===== config.mk =====
export PLATFORM = sky130hd
export DESIGN_NAME = wb_b3_burst_master
export DESIGN_NICKNAME = d
export VERILOG_FILES = /design/src/rtl/wb_b3_burst_master.sv
export SDC_FILE = /design/constraint.sdc
export NUM_CORES = 1
export LEC_CHECK = 0
export ABC_AREA = 0
export CORE_MARGIN = 2
export CORE_UTILIZATION = 42
export DETAILED_ROUTE_END_ITERATION = 7
export PLACE_DENSITY = 0.87
export SYNTH_ARGS = -nofsm -noshare
export SYNTH_HDL_FRONTEND = slang
export SYNTH_SLANG_ARGS = --single-unit
export TNS_END_PERCENT = 100

===== constraint.sdc =====
create_clock -name wb_clk_i -period 3.8 [get_ports wb_clk_i]
set_clock_uncertainty 0.05 [all_clocks]
set_input_delay 0.76 -clock wb_clk_i [delete_from_list [all_inputs] [get_ports wb_clk_i]]
set_output_delay 0.76 -clock wb_clk_i [all_outputs]
set_load 0.02 [all_outputs]

===== src/rtl/wb_b3_burst_master.sv =====
// Wishbone B3 burst initiator.
// Turns a command (we, byte address, length, burst type) plus a write-data stream
// into a classic single cycle or a registered-feedback incrementing burst
// (linear, wrap4, wrap8, wrap16). Reads come back on rd_data/rd_valid.
//
// Ports:
//   wb_clk_i, wb_rst_i      clock, asynchronous active-high reset
//   cmd_*                   command handshake (valid/ready), we, adr, len, bte
//   wr_data/valid/ready     write-data stream, one word per acked write beat
//   rd_data/rd_valid        registered read data, one pulse per acked read beat
//   done/done_err           end-of-command pulse, qualified by error/retry
//   done_beats              number of acked beats of the last command
//   wb_*                    Wishbone B3 initiator signals
module wb_b3_burst_master #(
    parameter int unsigned dw = 32,
    parameter int unsigned aw = 32
) (
    input  logic          wb_clk_i,
    input  logic          wb_rst_i,
    input  logic          cmd_valid,
    output logic          cmd_ready,
    input  logic          cmd_we,
    input  logic [aw-1:0] cmd_adr,
    input  logic [3:0]    cmd_len,
    input  logic [1:0]    cmd_bte,
    input  logic [dw-1:0] wr_data,
    input  logic          wr_valid,
    output logic          wr_ready,
    output logic [dw-1:0] rd_data,
    output logic          rd_valid,
    output logic          done,
    output logic          done_err,
    output logic [4:0]    done_beats,
    output logic [aw-1:0] wb_adr_o,
    output logic [dw-1:0] wb_dat_o,
    output logic [3:0]    wb_sel_o,
    output logic          wb_we_o,
    output logic [2:0]    wb_cti_o,
    output logic [1:0]    wb_bte_o,
    output logic          wb_cyc_o,
    output logic          wb_stb_o,
    input  logic [dw-1:0] wb_dat_i,
    input  logic          wb_ack_i,
    input  logic          wb_err_i,
    input  logic          wb_rty_i
);

    typedef enum logic [1:0] {StIdle, StBus, StDone} state_e;

    state_e        state_q, state_d;
    logic          we_q;
    logic [aw-1:0] adr_q;
    logic [4:0]    total_q;
    logic [1:0]    bte_q;
    logic [4:0]    beats_q;
    logic          err_q;
    logic [4:0]    done_beats_q;
    logic [dw-1:0] rd_data_q;
    logic          rd_valid_q;

    logic          stb;
    logic          last_beat;
    logic          ack_beat;
    logic          term_beat;
    logic [4:0]    cmd_total;
    logic [aw-1:0] adr_inc;
    logic [aw-1:0] wrap_mask;
    logic [aw-1:0] adr_next;

    // Beat total: cmd_len only matters for linear bursts.
    always_comb begin
        cmd_total = 5'd0;
        unique case (cmd_bte)
            2'b00: cmd_total = 5'({1'b0, cmd_len}) + 5'd1;
            2'b01: cmd_total = 5'd4;
            2'b10: cmd_total = 5'd8;
            2'b11: cmd_total = 5'd16;
            default: cmd_total = 5'd0;
        endcase
    end

    // Byte-address bits allowed to change on a beat; the rest hold for wraps.
    always_comb begin
        wrap_mask = '1;
        unique case (bte_q)
            2'b00: wrap_mask = '1;
            2'b01: wrap_mask = {{(aw-4){1'b0}}, 4'hc};
            2'b10: wrap_mask = {{(aw-5){1'b0}}, 5'h1c};
            2'b11: wrap_mask = {{(aw-6){1'b0}}, 6'h3c};
            default: wrap_mask = '1;
        endcase
    end

    assign adr_inc   = adr_q + aw'(4);
    assign adr_next  = (adr_q & ~wrap_mask) | (adr_inc & wrap_mask);
    assign last_beat = (beats_q == total_q - 5'd1);

    // Writes stall the strobe (not the cycle) while no write word is available.
    assign stb       = (state_q == StBus) & (we_q ? wr_valid : 1'b1);
    assign term_beat = stb & (wb_err_i | wb_rty_i);
    assign ack_beat  = stb & wb_ack_i & ~wb_err_i & ~wb_rty_i;

    always_ff @(posedge wb_clk_i or posedge wb_rst_i) begin
        if (wb_rst_i) begin
            state_q <= StIdle;
        end else begin
            state_q <= state_d;
        end
    end

    always_comb begin
        state_d   = state_q;
        cmd_ready = 1'b0;
        wr_ready  = 1'b0;
        done      = 1'b0;
        done_err  = 1'b0;
        wb_adr_o  = '0;
        wb_dat_o  = '0;
        wb_sel_o  = 4'h0;
        wb_we_o   = 1'b0;
        wb_cti_o  = 3'b000;
        wb_bte_o  = 2'b00;
        wb_cyc_o  = 1'b0;
        wb_stb_o  = 1'b0;
        unique case (state_q)
            StIdle: begin
                cmd_ready = 1'b1;
                if (cmd_valid) state_d = StBus;
            end
            StBus: begin
                wb_cyc_o = 1'b1;
                wb_stb_o = stb;
                wb_sel_o = 4'hf;
                wb_we_o  = we_q;
                wb_adr_o = adr_q;
                wb_dat_o = wr_data;
                wr_ready = ack_beat & we_q;
                if (total_q != 5'd1) begin
                    wb_cti_o = last_beat ? 3'b111 : 3'b010;
                    wb_bte_o = bte_q;
                end
                if (term_beat || (ack_beat && last_beat)) state_d = StDone;
            end
            StDone: begin
                done     = 1'b1;
                done_err = err_q;
                state_d  = StIdle;
            end
            default: state_d = StIdle;
        endcase
    end

    always_ff @(posedge wb_clk_i or posedge wb_rst_i) begin
        if (wb_rst_i) begin
            we_q         <= 1'b0;
            adr_q        <= '0;
            total_q      <= 5'd0;
            bte_q        <= 2'b00;
            beats_q      <= 5'd0;
            err_q        <= 1'b0;
            done_beats_q <= 5'd0;
            rd_data_q    <= '0;
            rd_valid_q   <= 1'b0;
        end else begin
            rd_valid_q <= ack_beat & ~we_q;
            if (ack_beat && !we_q) rd_data_q <= wb_dat_i;
            if (state_q == StIdle && cmd_valid) begin
                we_q    <= cmd_we;
                adr_q   <= {cmd_adr[aw-1:2], 2'b00};
                total_q <= cmd_total;
                bte_q   <= cmd_bte;
                beats_q <= 5'd0;
                err_q   <= 1'b0;
            end else if (state_q == StBus) begin
                if (term_beat) begin
                    // Failing beat is not counted.
                    err_q        <= 1'b1;
                    done_beats_q <= beats_q;
                end else if (ack_beat) begin
                    beats_q <= beats_q + 5'd1;
                    adr_q   <= adr_next;
                    if (last_beat) done_beats_q <= beats_q + 5'd1;
                end
            end
        end
    end

    assign rd_data    = rd_data_q;
    assign rd_valid   = rd_valid_q;
    assign done_beats = done_beats_q;

endmodule


Word-level counts from Yosys, hierarchy flattened
Cells that the tools add are included.

storage, ports and cells
  logic and storage cells = 95
  input bits = 110
  latch bits = 0
  register bits = 86
  bits in read-only memories = 0
  memories = 0
  memory bits (writable) = 0

cells by class
  $mul = 0
  eq/ne operators = 13
  shift operators = 0
  magnitude comparators = 0
  $add $sub $neg = 4
  reduce and logical (&&, ||, !) cells = 17
  bitwise gates (word level) = 16
  mux-type cells = 35
  div/mod/pow operators = 0

operator list
  cell                                               count
  two-way mux 32 bit                                 6
  one-hot mux 32 bit (4 select lines)                1
  AND 32 bit                                         2
  two-way mux 5 bit                                  7
  adder 32 x 3 -> 32 bit (second input constant)     1
  inverter 32 bit                                    1
  OR 32 bit                                          1
  one-hot mux 5 bit (4 select lines)                 1
  two-way mux 1 bit                                  11
  == test 2 bit (second input constant)              5
  nonzero test 2 bit                                 5
  two-way mux 3 bit                                  3
  two-way mux 2 bit                                  4
  AND 1 bit                                          7
  == test 2 x 1 -> 1 bit (second input constant)     3
  logical NOT 2 bit                                  3
  adder 4 x 1 -> 5 bit (second input constant)       1
  adder 5 x 1 -> 5 bit (second input constant)       1
  == test 5 bit                                      1
  != test 5 x 1 -> 1 bit (second input constant)     1
  subtractor 5 x 1 -> 5 bit (second input constant)  1
  two-way mux 4 bit                                  1
  != test 2 x 1 -> 1 bit (second input constant)     2
  inverter 1 bit                                     4
  other kinds (9)                                    12

Logic depth before layout (Yosys ltp)
Gate-level depths: netlist of the first run.

  depth after elaboration = 9
  mapped depth = 8

Least setup slack after synthesis of the first run
Ideal clock, no wire load.

  path kind = reg2out
  start point = register total_q[0]
  end point = output port wb_cti_o[2]
  stages on the path, launching flop included = 8
  arrival = 2005 ps
  data required time = 2990 ps
  slack = 985 ps
  cells stage by stage = dfrtp_1 > inv_1 > ha_1 > nor4bb_1 > o211a_1 > o211ai_1 > nor3_1 > buf_4

on the way
  longest elaborated chain between the ends = 5
  elaborated cells on any way between the ends = 6

RTL lines
  item                       line  source
  from (decl)                53    logic [4:0] total_q;
  from (signal assigned)     170   total_q <= cmd_total;
  subtractor 5 x 1 -> 5 bit  96    assign last_beat = (beats_q == total_q - 5'd1);
  == test 5 bit              96
  two-way mux 3 bit          139   wb_cti_o = last_beat ? 3'b111 : 3'b010;
  two-way mux 3 bit (*)      138   if (total_q != 5'd1) begin
  two-way mux 3 bit (*)      125   unique case (state_q)
  to (decl)                  38    output logic [2:0] wb_cti_o,

Every way passes the cells marked *; elsewhere a longest branch is shown, timed or not.

Worst setup path after layout of the first run
Same ends and word-level chain as after synthesis.

==> summary.txt, run 1 <==
Global route
  • Global route overflow: 0
  • Largest net degree at the start of global routing: 71
  • Number of global-route vias before repair: 4998
  • Initial antenna violation count: 0
  • GRT Overall Usage: 0.249
  • First-pass GRT wire length: 25200 microns

STA
  • Rel. slew slack: 0.439
  • Slew @ Worst Pin: 0.842 ns
  • Final Setup Violations: 0
  • Highest Clock Rate: 278 MHz
  • Setup tns final: 0 ns
  • Worst hold slack: 0.429 ns
  • Final period utilization: 0.946
  • Unrepaired setup endpoints after global routing: no
  • Tmin final: 3.60 ns
  • Hold Fails Final Rpt: 0
  • Slew Viols, Final: 0

Synthesis
  • Syn nets: 690
  • Post-synth EDFFs: 0
  • Top post-synthesis cells by count: 147 x nand2_1, 86 x dfrtp_1, 68 x and2_1
  • Mean Syn Cell Area: 8.58 sq um
  • Largest area contributor in the netlist: dfrtp_1
  • Post-Synthesis Cells: 573
  • Yosys top cell area share: 0.438
  • Top FF cell, synth: dfrtp_1
  • #FFs+latches synth: 86
  • Sequential-to-total area share from yosys stat: 0.438
  • Warnings, synthesis: 0
  • Mapped Area: 4920 sq um
  • Synth top area cells: dfrtp_1 44%, nand2_1 11%, and2_1 8.7%
  • Most common cell in the netlist: nand2_1
  • Post-synth ARST share: 1.00
  • Netlist cell types: 60

Critical path
  • Setup Crit Path Kind: flop to primary output
  • Crit path largest cell delay: 0.67 ns
  • CP max-delay cell: clkdlybuf4s50_1
  • Worst Path Buf+Inv: 2
  • R2r setup slk: 0.83 ns
  • Reg-to-reg critical path startpoint: state_q[1]$_DFFE_PP0P_
  • Crit path DAT: 2.79 ns
  • Crit-path leading delay family: buffers and inverters
  • Crit end category: primary output
  • Crit Path Max Fanout: 4
  • Cell-by-cell trace of the critical path: inv_1, ha_1, nor4bb_1, o211a_1, o211ai_1, nor3_1, clkdlybuf4s50_1
  • Critical Path RT: 2.99 ns
  • Startpoint types: flop
  • Reg2Reg Depth: 7

Outcome
  • Outcome: complete, no violations

Hold path
  • Hold path cells: 2
  • Hold wc startpoint: rd_data[18]$_DFFE_PP0P_
  • Hold EP: rd_data[18]$_DFFE_PP0P_
  • Min-Delay Path Class: flop to flop

Detailed routing
  • Wire per inst: 16.7 microns
  • First drt pass iteration count: 4
  • Vias per Instance: 5.26
  • Number of DRC markers in iteration 0: 229
  • Vias: 4903
  • Antenna Violating Nets Remaining: 0
  • DRC viols: 0
  • Total Wirelength: 15600 microns

Layout
  • # fillers: 892
  • FF/Latch Area: 2150 sq um
  • P&R area growth vs syn: 53.4%
  • Nets@finish: 902
  • Area of the multi-input gates: 2540 sq um
  • Fraction of layout cells with a size suffix above 1: 0.0595
  • Diodes inserted: 0

Placement
  • Placer congestion estimate: 0.861
  • # port buffers: 225
  • DP Wirelength: 11700 microns

Floorplanning
  • Die Ht: 112 microns
  • Row count: 39
  • Core Area: 11400 sq um
  • Starting Density: 0.431
  • Die W: 112 microns
  • I/O pin cnt: 228
  • Total die area: 12600 sq um

Power
  • Leakage: 3.28 nW
  • P_int: 3.28 mW
  • Gate power share: 0.546
  • Max IR drop VDD: 0.000403 V
  • Sw Ratio: 0.428
  • Clock group share of total power: 0.155
  • Net Sw Power: 2.46 mW
  • Seq pwr share: 0.299
  • PD cells: 761 nW/um^2

Clock network
  • Clk pin slew, worst setup/hold paths: 0.06 ns
  • Clk_lat worst skew: 0.34 ns
  • CTS max path bufs: 2
  • CTS root buffer: clkbuf_16
  • Post-CTS sizing: 0
  • H-Tree Depth: 3
  • CTS tree: built
  • CTS Hold Buffers Added: 0
  • # clock sinks: 86
  • Total clock buffers created by CTS: 9
  • Setup bufs post-CTS: 0

Run
  • Maximum capacitance violations: 0
tightest hold or removal path: cells and delay by family, from the launching register on:
kind             cells  cell delay, ns
AND/OR/NAND/NOR      2            0.10
flip-flops           1            0.34
layout by cell type, fill, tap and decap left out, types with 3 or more instances in the layout:
master	count
a211o_1	3
a21oi_1	8
a22oi_1	6
a31oi_1	6
and2_1	68
and3_1	7
buf_4	10
clkbuf_16	9
clkdlybuf4s50_1	225
clkinv_2	3
dfrtp_1	86
ha_1	7
inv_1	10
mux2i_1	6
nand2_1	147
nand2b_1	4
nand3_1	18
nand4_1	8
nor2_1	32
nor3_1	9
o211a_1	3
o211ai_1	3
o21ai_0	32
o21ai_1	3
or3_1	6
or4_1	3
xnor2_1	10
xor2_1	11
worst max-delay path by stage:
stage | to | slack [ns] | start | cells past startpoint
after detailed placement | wr_ready | 0.35 | wb_rty_i | 5
final | wb_cti_o[2] | 0.20 | total_q[0]$_DFFE_PP0P_ | 7
after floorplan | async pin | 0.77 | wb_rst_i | 1
after CTS | wb_cti_o[2] | 0.24 | total_q[0]$_DFFE_PP0P_ | 7
after global routing | wb_cti_o[2] | 0.10 | total_q[0]$_DFFE_PP0P_ | 7
after global placement | wr_ready | 0.41 | wb_rty_i | 5
through the flow:
step	power, mW	worst slack [ns]	utilization	cells	area [sq um]
after floorplan	3.40	0.768	-	573	4920
after global placement	4.74	0.414	0.635	917	7250
after detailed placement	4.86	0.348	0.635	917	7250
after CTS	5.77	0.238	0.661	933	7540
after global routing	6.10	0.103	0.661	933	7540
final	5.74	0.205	0.661	933	7540
cell type report:
type | count | area share
sequential | 86 | 0.285
clock inverter | 7 | 0.00962
timing repair buffer | 235 | 0.308
inverter | 13 | 0.00663
multi-input combinational | 440 | 0.336
clock buffer | 9 | 0.0299
tap | 143 | 0.0237
cell families after synthesis:
kind of cell | synth area share
adder cells (fa/ha/maj) | 0.0178
XOR/XNOR | 0.0374
AO/OA/AOI/OAI | 0.0995
multiplexers | 0.0122
buffers and inverters | 0.0473
AND/OR/NAND/NOR | 0.348
flip-flops | 0.438
routing by layer:
metal | share of wire | track usage | up-vias
li1 | - | - | 2339
met1 | 0.39 | 0.295 | 2319
met2 | 0.49 | 0.431 | 221
met3 | 0.090 | 0.0761 | 24
met4 | 0.021 | 0.0821 | 0
met5 | 0 | 0 | -
power groups by stage:
stage / clock (mW) / combinational (mW) / sequential (mW)
after floorplan: 0 / 1.56 / 1.84
after global placement: 0 / 3.06 / 1.68
after detailed placement: 0 / 3.14 / 1.72
after CTS: 0.903 / 3.16 / 1.71
after global routing: 0.943 / 3.39 / 1.77
final: 0.890 / 3.14 / 1.71
Note: power is estimated with default switching activity, not from simulation.
==> run 2: changes to the inputs <==
--- a/config.mk
+++ b/config.mk
@@ -7,9 +7,10 @@
 export LEC_CHECK = 0
 export ABC_AREA = 0
 export CORE_MARGIN = 2
-export CORE_UTILIZATION = 42
+export CORE_UTILIZATION = 43
+export CTS_BUF_LIST = sky130_fd_sc_hd__clkbuf_8
 export DETAILED_ROUTE_END_ITERATION = 7
-export PLACE_DENSITY = 0.87
+export PLACE_DENSITY = 0.89
 export SYNTH_ARGS = -nofsm -noshare
 export SYNTH_HDL_FRONTEND = slang
 export SYNTH_SLANG_ARGS = --single-unit
==> run 2 against run 1 <==
First-iteration DRC count grew 24%. Die area shrank 2.2%. Setup slack gained 0.15 ns. Register-to-register slack gained 0.23 ns. Critical endpoint is now wb_dat_o[29]. Largest power group unchanged. Highest routed layer unchanged.
==> summary.txt, run 2 (same netlist as run 1, synthesis figures left out) <==
Outcome
  • Outcome: complete, no violations (unchanged)

Critical path
  • Worst Path Buf+Inv: 3 (was 2)
  • Crit Path Max Fanout: 49 (was 4)
  • Setup Crit Path Kind: flop to primary output (unchanged)
  • Reg-to-reg critical path startpoint: state_q[1]$_DFFE_PP0P_ (unchanged)
  • Reg2Reg Depth: 6 (was 7)
  • Crit path largest cell delay: 0.61 ns (was 0.67 ns)
  • R2r setup slk: 1.06 ns (was 0.83 ns)
  • Crit path depth: 5 (was 7)
  • Cell-by-cell trace of the critical path: nand2b_1, inv_2, buf_12, and2_1, clkdlybuf4s50_1 (was inv_1, ha_1, nor4bb_1, o211a_1, o211ai_1, nor3_1, clkdlybuf4s50_1)
  • Crit-path leading delay family: buffers and inverters (unchanged)
  • CP max-delay cell: clkdlybuf4s50_1 (unchanged)
  • Crit end category: primary output (unchanged)
  • Crit path DAT: 2.64 ns (was 2.79 ns)
  • Critical Path RT: 2.99 ns (about the same)
  • Startpoint types: flop (unchanged)

Layout
  • Fraction of layout cells with a size suffix above 1: 0.0571 (was 0.0595)
  • FF/Latch Area: 2150 sq um (unchanged)
  • Commonest non-fill, non-tap cell in the layout: clkdlybuf4s50_1 (unchanged)
  • Diodes inserted: 0 (unchanged)
  • # fillers: 892 (unchanged)
  • P&R area growth vs syn: 52.3% (was 53.4%)
  • Nets@finish: 900 (was 902)
  • Most frequent cells in the layout: 225 x clkdlybuf4s50_1, 147 x nand2_1, 86 x dfrtp_1 (unchanged)
  • Final cell utilization of the core: 0.664 (was 0.661)
  • Finished Layout Cells: 931 (was 933)
  • Area of the multi-input gates: 2540 sq um (unchanged)

STA
  • Slew Viols, Final: 0 (unchanged)
  • Worst hold slack: 0.431 ns (was 0.429 ns)
  • Tmin final: 3.45 ns (was 3.60 ns)
  • Final period utilization: 0.908 (was 0.946)
  • Rel. slew slack: 0.502 (was 0.439)
  • Setup tns final: 0 ns (unchanged)
  • Slew @ Worst Pin: 0.747 ns (was 0.842 ns)
  • Unrepaired setup endpoints after global routing: no (unchanged)
  • Highest Clock Rate: 290 MHz (was 278 MHz)
  • Hold Fails Final Rpt: 0 (unchanged)
  • Final Setup Violations: 0 (unchanged)

Detailed routing
  • Wire per inst: 16.4 microns (was 16.7 microns)
  • WL met1: 6010 microns (was 6120 microns)
  • Vias per Instance: 5.29 (was 5.26)
  • Number of DRC markers in iteration 0: 284 (was 229)
  • Wire length on met2: 7590 microns (was 7700 microns)
  • Antenna Violating Nets Remaining: 0 (unchanged)
  • Met3 WL: 1470 microns (was 1400 microns)
  • Uppermost layer routed: met4 (unchanged)
  • DRC viols: 0 (unchanged)
  • Total Wirelength: 15200 microns (was 15600 microns)
  • Vias: 4922 (was 4903)
  • First drt pass iteration count: 5 (was 4)

Placement
  • DP Wirelength: 11600 microns (was 11700 microns)
  • Placed Cells: 915 (was 917)
  • # port buffers: 225 (unchanged)
  • Placer congestion estimate: 0.875 (was 0.861)

Floorplanning
  • I/O pin cnt: 228 (unchanged)
  • Die Ht: 111 microns (was 112 microns)
  • Total die area: 12300 sq um (was 12600 sq um)
  • Starting Density: 0.436 (was 0.431)
  • Core Area: 11300 sq um (was 11400 sq um)
  • Die W: 111 microns (was 112 microns)
  • Row count: 39 (unchanged)

Clock network
  • CTS tree: built (unchanged)
  • CTS root buffer: clkbuf_8 (was clkbuf_16)
  • # clock sinks: 86 (unchanged)
  • Post-CTS sizing: 0 (unchanged)
  • H-Tree Depth: 3 (unchanged)
  • Clk_lat worst skew: 0.35 ns (was 0.34 ns)
  • CTS Hold Buffers Added: 0 (unchanged)
  • Setup bufs post-CTS: 0 (unchanged)
  • Clk pin slew, worst setup/hold paths: 0.09 ns (was 0.06 ns)
  • Total clock buffers created by CTS: 9 (unchanged)
  • CTS max path bufs: 2 (unchanged)

Global route
  • Global route overflow: 0 (unchanged)
  • Largest net degree at the start of global routing: 50 (was 71)
  • Initial antenna violation count: 0 (unchanged)
  • First-pass GRT wire length: 25100 microns (was 25200 microns)
  • GRT Overall Usage: 0.250 (was 0.249)
  • Number of global-route vias before repair: 5049 (was 4998)

Run
  • Maximum capacitance violations: 0 (unchanged)

Hold path
  • Hold EP: rd_data[1]$_DFFE_PP0P_ (was rd_data[18]$_DFFE_PP0P_)
  • Min-Delay Path Class: flop to flop (unchanged)
  • Hold wc startpoint: rd_data[1]$_DFFE_PP0P_ (was rd_data[18]$_DFFE_PP0P_)
  • Hold path cells: 2 (unchanged)

Power
  • PD cells: 747 nW/um^2 (was 761 nW/um^2)
  • Max IR drop VDD: 0.000504 V (was 0.000403 V)
  • Leakage: 3.25 nW (was 3.28 nW)
run 2: worst register-to-register path: stages, from the launching register on:
cell	delay (ns)
dfrtp_1	0.43
nand2b_1	0.39
inv_2	0.44
nand4_4	0.30
nor4_2	0.58
a31oi_1	0.16
a211o_1	0.29
run 2: final cells by class:
| class | count | share of cell area |
|---|---|---|
| multi-input combinational | 440 | 0.339 |
| timing repair buffer | 233 | 0.312 |
| sequential | 86 | 0.287 |
| tap | 143 | 0.0239 |
| clock buffer | 10 | 0.0184 |
| clock inverter | 6 | 0.0124 |
| inverter | 13 | 0.00668 |
run 2: worst max-delay path by stage:
stage / slack (ns) / to / from
finish: 0.35 / wb_dat_o[29] / state_q[1]$_DFFE_PP0P_
global route: 0.19 / wb_dat_o[13] / state_q[1]$_DFFE_PP0P_
CTS: 0.29 / wb_dat_o[29] / state_q[1]$_DFFE_PP0P_
detailed placement: 0.40 / wr_ready / wb_rty_i
global placement: 0.41 / wr_ready / wb_rty_i
floorplan: 0.77 / async pin / wb_rst_i
run 2: through the flow:
step	instance area (sq um)	setup slack, ns	power, mW
2_1_floorplan	4920	0.768	3.40
3_3_place_gp	7260	0.408	4.75
3_5_place_dp	7260	0.397	4.86
4_1_cts	7490	0.293	5.63
5_1_grt	7490	0.188	5.95
6_report	7490	0.350	5.59
run 2: metal layers:
layer,track usage,vias to the layer above
met2,0.438,237
met5,0,-
li1,-,2333
met4,0.0708,0
met3,0.0826,14
met1,0.294,2338
run 2: power breakdown:
| part | internal, mW | switching [mW] |
|---|---|---|
| sequential | 1.31 | 0.390 |
| clock | 0.392 | 0.346 |
| combinational | 1.47 | 1.68 |
| total | 3.17 | 2.42 |
==> run 3: changes to the inputs <==
--- a/config.mk
+++ b/config.mk
@@ -6,11 +6,13 @@
 export NUM_CORES = 1
 export LEC_CHECK = 0
 export ABC_AREA = 0
+export ABC_CLOCK_PERIOD_IN_PS = 3800
 export CORE_MARGIN = 2
-export CORE_UTILIZATION = 43
+export CORE_UTILIZATION = 36
 export CTS_BUF_LIST = sky130_fd_sc_hd__clkbuf_8
 export DETAILED_ROUTE_END_ITERATION = 7
-export PLACE_DENSITY = 0.89
+export HOLD_SLACK_MARGIN = 0.06
+export PLACE_DENSITY = 0.77
 export SYNTH_ARGS = -nofsm -noshare
 export SYNTH_HDL_FRONTEND = slang
 export SYNTH_SLANG_ARGS = --single-unit
==> run 3 against run 2 <==
Hold slack got worse by 0.00059 ns. Die area rose by 19%. Core utilization fell by 9.8 points. Non-clock buffer count rose by 1. Sequential power barely moved. Count of clock-buffer cells in the layout rose by 1. First-iteration DRC count fell by 17%. Critical path depth rose by 2. Cell count rose by 3.7%. Sequential share of layout area fell by 0.17 points. Wire length rose by 0.93%. Sequential cell count did not move. Critical endpoint is now wb_cti_o[2].
==> summary.txt, run 3 (same netlist as run 1, synthesis figures left out) <==
Outcome
  • Outcome: complete, no violations (unchanged)

Critical path
  • Worst Path Buf+Inv: 2 (was 3)
  • Crit end category: primary output (unchanged)
  • Critical Path RT: 2.99 ns (about the same)
  • Setup Crit Path Kind: flop to primary output (unchanged)
  • Crit path DAT: 2.69 ns (was 2.64 ns)
  • Crit Path Max Fanout: 4 (was 49)
  • Crit-path leading delay family: buffers and inverters (unchanged)
  • CP max-delay cell: clkdlybuf4s50_1 (unchanged)
  • Crit path depth: 7 (was 5)
  • Cell-by-cell trace of the critical path: inv_1, ha_1, nor4bb_1, o211a_1, o211ai_1, nor3_1, clkdlybuf4s50_1 (was nand2b_1, inv_2, buf_12, and2_1, clkdlybuf4s50_1)
  • Reg2Reg Depth: 8 (was 6)
  • Startpoint types: flop (unchanged)
  • Crit path largest cell delay: 0.65 ns (was 0.61 ns)

Power
  • Max IR drop VDD: 0.000357 V (was 0.000504 V)
  • Sw Ratio: 0.426 (was 0.433)
  • Net Sw Power: 2.36 mW (was 2.42 mW)
  • Leakage: 3.26 nW (was 3.25 nW)
  • PD cells: 737 nW/um^2 (was 747 nW/um^2)
  • Clock group share of total power: 0.131 (was 0.132)
  • Seq pwr share: 0.306 (was 0.304)
  • Gate power share: 0.563 (was 0.564)
  • P_int: 3.19 mW (was 3.17 mW)

Placement
  • Placer congestion estimate: 0.884 (was 0.875)
  • # port buffers: 225 (unchanged)
  • Worst slack at placement: 0.392 ns (was 0.397 ns)
  • DP Wirelength: 11800 microns (was 11600 microns)

Hold path
  • Hold path cells: 2 (unchanged)
  • Min-Delay Path Class: flop to flop (unchanged)

Clock network
  • Setup bufs post-CTS: 0 (unchanged)
  • Clk_lat worst skew: 0.36 ns (was 0.35 ns)
  • CTS tree: built (unchanged)
  • CTS max path bufs: 2 (unchanged)
  • Post-CTS sizing: 0 (unchanged)
  • Total clock buffers created by CTS: 9 (unchanged)
  • CTS Hold Buffers Added: 0 (unchanged)
  • # clock sinks: 86 (unchanged)
  • H-Tree Depth: 3 (unchanged)
  • CTS root buffer: clkbuf_8 (unchanged)
  • Clk pin slew, worst setup/hold paths: 0.08 ns (was 0.09 ns)

STA
  • Slew @ Worst Pin: 0.766 ns (was 0.747 ns)
  • Setup tns final: 0 ns (unchanged)
  • Final Setup Violations: 0 (unchanged)
  • Tmin final: 3.50 ns (was 3.45 ns)
  • Slew Viols, Final: 0 (unchanged)
  • Setup WS post-layout: 0.299 ns (was 0.350 ns)
  • Hold Fails Final Rpt: 0 (unchanged)
  • Worst hold slack: 0.430 ns (was 0.431 ns)
  • Highest Clock Rate: 286 MHz (was 290 MHz)
  • Rel. slew slack: 0.489 (was 0.502)
  • Final period utilization: 0.921 (was 0.908)
  • Unrepaired setup endpoints after global routing: no (unchanged)

Run
  • Maximum capacitance violations: 0 (unchanged)

Detailed routing
  • Vias: 4817 (was 4922)
  • Wire per inst: 15.9 microns (was 16.4 microns)
  • Total Wirelength: 15400 microns (was 15200 microns)
  • DRC viols: 0 (unchanged)
  • Number of DRC markers in iteration 0: 237 (was 284)
  • Vias per Instance: 4.99 (was 5.29)
  • Antenna Violating Nets Remaining: 0 (unchanged)
  • First drt pass iteration count: 4 (was 5)

Global route
  • First-pass GRT wire length: 24300 microns (was 25100 microns)
  • Initial antenna violation count: 1 (was 0)
  • Largest net degree at the start of global routing: 51 (was 50)
  • GRT Overall Usage: 0.212 (was 0.250)
  • Number of global-route vias before repair: 4861 (was 5049)
  • Global route overflow: 0 (unchanged)

Layout
  • P&R area growth vs syn: 53.2% (was 52.3%)
  • Commonest non-fill, non-tap cell in the layout: clkdlybuf4s50_1 (unchanged)
  • Most frequent cells in the layout: 225 x clkdlybuf4s50_1, 147 x nand2_1, 86 x dfrtp_1 (unchanged)
  • Final cell utilization of the core: 0.566 (was 0.664)
  • Fraction of layout cells with a size suffix above 1: 0.0558 (was 0.0571)
  • Nets@finish: 901 (was 900)
  • # fillers: 1164 (was 892)

Floorplanning
  • Die W: 121 microns (was 111 microns)
  • Starting Density: 0.370 (was 0.436)
  • Row count: 42 (was 39)
  • Total die area: 14600 sq um (was 12300 sq um)
  • Die Ht: 121 microns (was 111 microns)
  • Core Area: 13300 sq um (was 11300 sq um)
  • I/O pin cnt: 228 (unchanged)
-- run 3: changes by cell type in the layout (fill, tap and decap cells not counted), sizes merged --
cell,previous run,this run
clkinvlp,2,1
clkbuf,10,11
buf,8,9
clkinv,2,1
diode,0,1
-- run 3: power by group through the flow --
stage,clock network [mW],registers [mW],logic [mW]
after floorplan,0,1.84,1.56
after global routing,0.784,1.76,3.39
after global placement,0,1.68,3.09
final,0.728,1.70,3.13
after CTS,0.748,1.69,3.16
after detailed placement,0,1.71,3.14
-- run 3: path summary, 6_finish.rpt --
path / from / end / slack (ns)
min in group asynchronous: wb_rst_i / rd_data[22]$_DFFE_PP0P_ / 0.79
setup / recovery: total_q[0]$_DFFE_PP0P_ / wb_cti_o[2] / 0.30
hold reg to reg: rd_data[14]$_DFFE_PP0P_ / rd_data[14]$_DFFE_PP0P_ / 0.43
max in group asynchronous: wb_rst_i / async pin / 2.19
hold / removal: rd_data[14]$_DFFE_PP0P_ / rd_data[14]$_DFFE_PP0P_ / 0.43
setup reg to reg: state_q[1]$_DFFE_PP0P_ / flop / 1.22
-- run 3: cell type report --
class	instances	area [sq um]	share of cell area
Clock buffer	11	151	0.0201
Sequential cell	86	2150	0.286
Tap cell	176	220	0.0292
Timing Repair Buffer	234	2340	0.311
Antenna cell	1	2.50	0.000332
Inverter	13	50.0	0.00665
Multi-Input combinational cell	440	2540	0.337
Clock inverter	4	71.3	0.00947
-- run 3: worst reg2reg max path, delay by kind of cell (launching register included) --
family                 cells  cell delay, ns
and+or+nand+nor            4            1.08
AOI/OAI and AO/OA          1            0.18
DFF                        1            0.44
buffers and inverters      3            0.75
-- run 3: metrics by stage --
step | total power [mW] | area [sq um] | instances
final | 5.55 | 7530 | 965
after global routing | 5.93 | 7530 | 965
after CTS | 5.60 | 7530 | 964
after detailed placement | 4.85 | 7310 | 949
after global placement | 4.77 | 7310 | 949
after floorplan | 3.40 | 4920 | 573
-- run 3: metal layers --
metal	part of all wire	wire length (microns)	vias up	global-route usage
li1	-	-	2333	-
met1	0.39	6050	2250	0.246
met2	0.48	7410	210	0.358
met3	0.10	1570	24	0.0780
met4	0.022	335	0	0.0741
met5	0	0	-	0
